===== config.mk =====
export PLATFORM = sky130hd
export DESIGN_NAME = tdm_demux2
export DESIGN_NICKNAME = d
export VERILOG_FILES = /design/src/rtl/tdm_demux2.sv
export SDC_FILE = /design/constraint.sdc
export NUM_CORES = 1
export LEC_CHECK = 0
export BUFFER_PORTS_ARGS = -buffer_cell sky130_fd_sc_hd__buf_2
export CAP_MARGIN = 20
export CORE_ASPECT_RATIO = 1.25
export CORE_MARGIN = 2
export CORE_UTILIZATION = 35
export DETAILED_ROUTE_END_ITERATION = 16
export PLACE_DENSITY = 0.58
export SYNTH_ARGS = -nofsm -noshare
export SYNTH_HDL_FRONTEND = slang
export SYNTH_SLANG_ARGS = --single-unit

===== constraint.sdc =====
create_clock -name clk -period 2.8 [get_ports clk]
set_clock_uncertainty 0.15 [all_clocks]
set_input_delay 0.42 -clock clk [delete_from_list [all_inputs] [get_ports clk]]
set_output_delay 0.42 -clock clk [all_outputs]
set_load 0.01 [all_outputs]

===== src/rtl/tdm_demux2.sv =====
// Two-slot TDM receiver: recovers d0/d1 from a sync-marked word stream into frame-coherent registers.
// Optional saturating error counter port enabled by defining TDM_DEMUX_ERRCNT_EN.
module tdm_demux2 #(
   parameter int unsigned WIDTH = 8
) (
   input  logic             clk,
   input  logic             rst,
   input  logic [WIDTH-1:0] din,
   input  logic             din_vld,
   input  logic             sync,
   output logic [WIDTH-1:0] d0,
   output logic [WIDTH-1:0] d1,
   output logic             sel,
   output logic             locked,
   output logic             frame_vld,
   output logic             err
`ifdef TDM_DEMUX_ERRCNT_EN
   ,
   output logic [7:0]       err_cnt
`endif
);

   typedef enum logic [1:0] {
      HUNT  = 2'd0,
      SLOT1 = 2'd1,
      SLOT0 = 2'd2
   } state_t;

   state_t           state_q, state_d;
   logic [WIDTH-1:0] stage_q, stage_d;
   logic [WIDTH-1:0] d0_q, d0_d;
   logic [WIDTH-1:0] d1_q, d1_d;
   logic             frame_vld_q, frame_vld_d;
   logic             err_q, err_d;

   always_comb begin
      state_d     = state_q;
      stage_d     = stage_q;
      d0_d        = d0_q;
      d1_d        = d1_q;
      frame_vld_d = 1'b0;
      err_d       = 1'b0;
      if (din_vld) begin
         unique case (state_q)
            HUNT: begin
               if (sync) begin
                  stage_d = din;
                  state_d = SLOT1;
               end
            end
            SLOT1: begin
               if (!sync) begin
                  // Both channels commit together so a partial frame never reaches the outputs
                  d0_d        = stage_q;
                  d1_d        = din;
                  frame_vld_d = 1'b1;
                  state_d     = SLOT0;
               end else begin
                  err_d   = 1'b1;
                  stage_d = din;
               end
            end
            SLOT0: begin
               if (sync) begin
                  stage_d = din;
                  state_d = SLOT1;
               end else begin
                  err_d   = 1'b1;
                  state_d = HUNT;
               end
            end
            default: state_d = HUNT;
         endcase
      end
   end

   always_ff @(posedge clk or posedge rst) begin
      if (rst) begin
         state_q     <= HUNT;
         stage_q     <= '0;
         d0_q        <= '0;
         d1_q        <= '0;
         frame_vld_q <= 1'b0;
         err_q       <= 1'b0;
      end else begin
         state_q     <= state_d;
         stage_q     <= stage_d;
         d0_q        <= d0_d;
         d1_q        <= d1_d;
         frame_vld_q <= frame_vld_d;
         err_q       <= err_d;
      end
   end

   assign d0        = d0_q;
   assign d1        = d1_q;
   assign frame_vld = frame_vld_q;
   assign err       = err_q;
   assign sel       = (state_q == SLOT1);
   assign locked    = (state_q != HUNT);

`ifdef TDM_DEMUX_ERRCNT_EN
   logic [7:0] err_cnt_q, err_cnt_d;

   // Counts alongside err_d so the count moves in the same cycle the err pulse is visible
   always_comb begin
      err_cnt_d = err_cnt_q;
      if (err_d && (err_cnt_q != '1)) err_cnt_d = err_cnt_q + 8'd1;
   end

   always_ff @(posedge clk or posedge rst) begin
      if (rst) err_cnt_q <= '0;
      else     err_cnt_q <= err_cnt_d;
   end

   assign err_cnt = err_cnt_q;
`endif

endmodule

==> flow_summary.toml <==
[status]
outcome = "complete, no violations"

[setup_path]
cp.arrival_ns = 1.21
cp-start-kind = "register"
rrSetupSlack_ns = 1.09
reg2reg_to = "d0[4]"
worstSetupPathType = "reg2out"
rr_worst_depth = 4
r2r-start = "state_q[0]"
crit_start = "state_q[1]"
required_ns = 2.23
crit_end = "locked"
end_kind = "primary output"
worstPathMaxFanout = 6

[global_routing]
antenna_found_initial = 0
grt_pass1_vias = 644
grt_pass1_wl_microns = 2950
grt_max_degree = 29
grt_usage = 0.115
overflow = 0

[placement]
hpwlAfterDp_microns = 1290
placed_cells = 133
gp_congestion = 0.633
io_buffers = 31

[logic_synthesis]
synth_warnings = 0
ys_seq_area_frac = 0.638
avgSynthCellArea_sq_um = 16.6
synth.net_count = 78
syn_area_sq_um = 1100
synth-seq-cells = 28
synthDistinctLibCells = 16
syn_inst = 66

[timing]
finalCritPeriodShare = 0.635
tightest_slew_ns = 0.587
slew_violations = 0
setup_tns_ns = 0
relSlewSlack = 0.608
hold_viol = 0
grt_setup_unrepaired = "no"
setup_violations = 0
max_freq_ghz = 0.562
period_needed_ns = 1.78

[route]
drt_iter0_drc = 5
wl_microns = 1900
wl_met2_microns = 1010
met1_length_microns = 781
dr_total_vias = 647
wl_per_cell_microns = 13.8
viasPerCell = 4.69
highest_layer = "met4"
drc_errors = 0
drtPass1Iterations = 3
wl_met3_microns = 71
ant_nets = 0

[cells_and_area]
multi_input_comb_area_sq_um = 372
mostFrequentLayoutCells = "buf_2 (31), dfrtp_1 (28), mux2_2 (16)"
fin_nets = 116
post_layout_nonfiller_instances = 138
area_growth_pct = 23.0
antennaDiodeCount = 0
register_area_sq_um = 701
final_common_cell = "buf_2"
drive_above_1_share = 0.618
fill_cells = 286

[power_and_ir_drop]
leakagePower_nw = 0.663
power.total_mw = 1.02
power_density_nw_per_um2 = 752
vdd_drop_max_uv = 298

[clocking]
cts_buffer_depth = 2
insertion_delay_ns = 0.31
cts_buffers = 3
clkSinkCount = 28
cts-root-buf = "clkbuf_4"
htreeDepth = 1
clk_pin_slew_ns = 0.13
tritoncts = "built"

[floorplanning]
die-area_sq_um = 3610
core-area_sq_um = 2970
fp.dieH_microns = 66.6
start_util = 0.370
rows = 22
fp.dieW_microns = 54.1
ios = 32

[run]
maxCapViolCount = 0

[min_path]
min_path_type = "in2reg"
## synth_stat cells
library cell	n	area (sq um)
a21o_1	1	7.51
nand3_1	1	5.00
mux2_2	16	180
nor2_1	1	3.75
nor2b_1	1	6.26
inv_1	2	7.51
dfrtp_1	28	701
a21oi_1	1	5.00
nand2_1	1	3.75
inv_2	1	3.75
buf_8	1	15.0
nor4_4	1	21.3
nor3b_1	1	7.51
o21ai_0	1	5.00
mux2_4	8	120
or2_2	1	6.26
## final cells by class
| class | instances | share of cell area |
|---|---|---|
| sequential | 28 | 0.519 |
| clock buffer | 3 | 0.0167 |
| tap | 36 | 0.0333 |
| inverter | 3 | 0.00833 |
| timing repair buffer | 34 | 0.148 |
| multi-input combinational | 34 | 0.275 |
## critical path, cell delays in order (launching register included)
cell and delay, ns:
dfrtp_1 0.47, or2_2 0.29, buf_2 0.14
## flip-flops by register name, indices dropped and copies added, names as in the netlist
signal / flops
d0: 8
d1: 8
stage_q: 8
state_q: 2
err: 1
frame_vld: 1
## power by group
part | internal, mW | switching, mW | leakage, nW
combinational | 0.172 | 0.125 | 0.311
clock | 0.0503 | 0.107 | 0.0138
sequential | 0.509 | 0.0535 | 0.338
## what timing repair did
| item | in CTS | in global routing |
|---|---|---|
| buffers inserted | 0 | 0 |
| hold endpoints to repair | 0 | 6 |
| setup endpoints to repair | 0 | 0 |
| hold buffers | 0 | 1 |
| gates resized for setup | 0 | 0 |
## routing by layer
layer / vias to the layer above / global-route usage
met4: 0 / 0.0750
met2: 15 / 0.189
met3: 4 / 0.0157
li1: 300 / -
met5: - / 0
met1: 328 / 0.135
## logic make-up (layout without fill, tap and decap cells)
kind of cell / after synthesis / count (layout) / synth area share
flops: 28 / 28 / 0.638
mux: 24 / 24 / 0.273
simple gates: 7 / 7 / 0.0490
buf+inv: 4 / 40 / 0.0239
compound gates: 3 / 3 / 0.0159
## stage by stage
stage | worst slack (ns) | utilization | instance area [sq um] | hold slack, ns
after global routing | 0.948 | 0.455 | 1350 | 0.135
after CTS | 1.00 | 0.442 | 1310 | 0.130
after floorplan | 1.06 | - | 1100 | 0.324
after global placement | 1.10 | 0.434 | 1290 | 0.328
final | 1.02 | 0.455 | 1350 | 0.151
after detailed placement | 1.07 | 0.434 | 1290 | 0.337
## how the worst min path moves through the flow
stage                           from          to  depth (start not counted)
final                        din_vld  state_q[0]                          2
after global routing         din_vld  state_q[0]                          2
after CTS                    din_vld  state_q[0]                          2
after detailed placement  stage_q[5]       d0[5]                          1
after global placement    stage_q[0]       d0[0]                          1
after floorplan           stage_q[0]       d0[0]                          1
No activity file was read; power rests on OpenSTA's default activity.
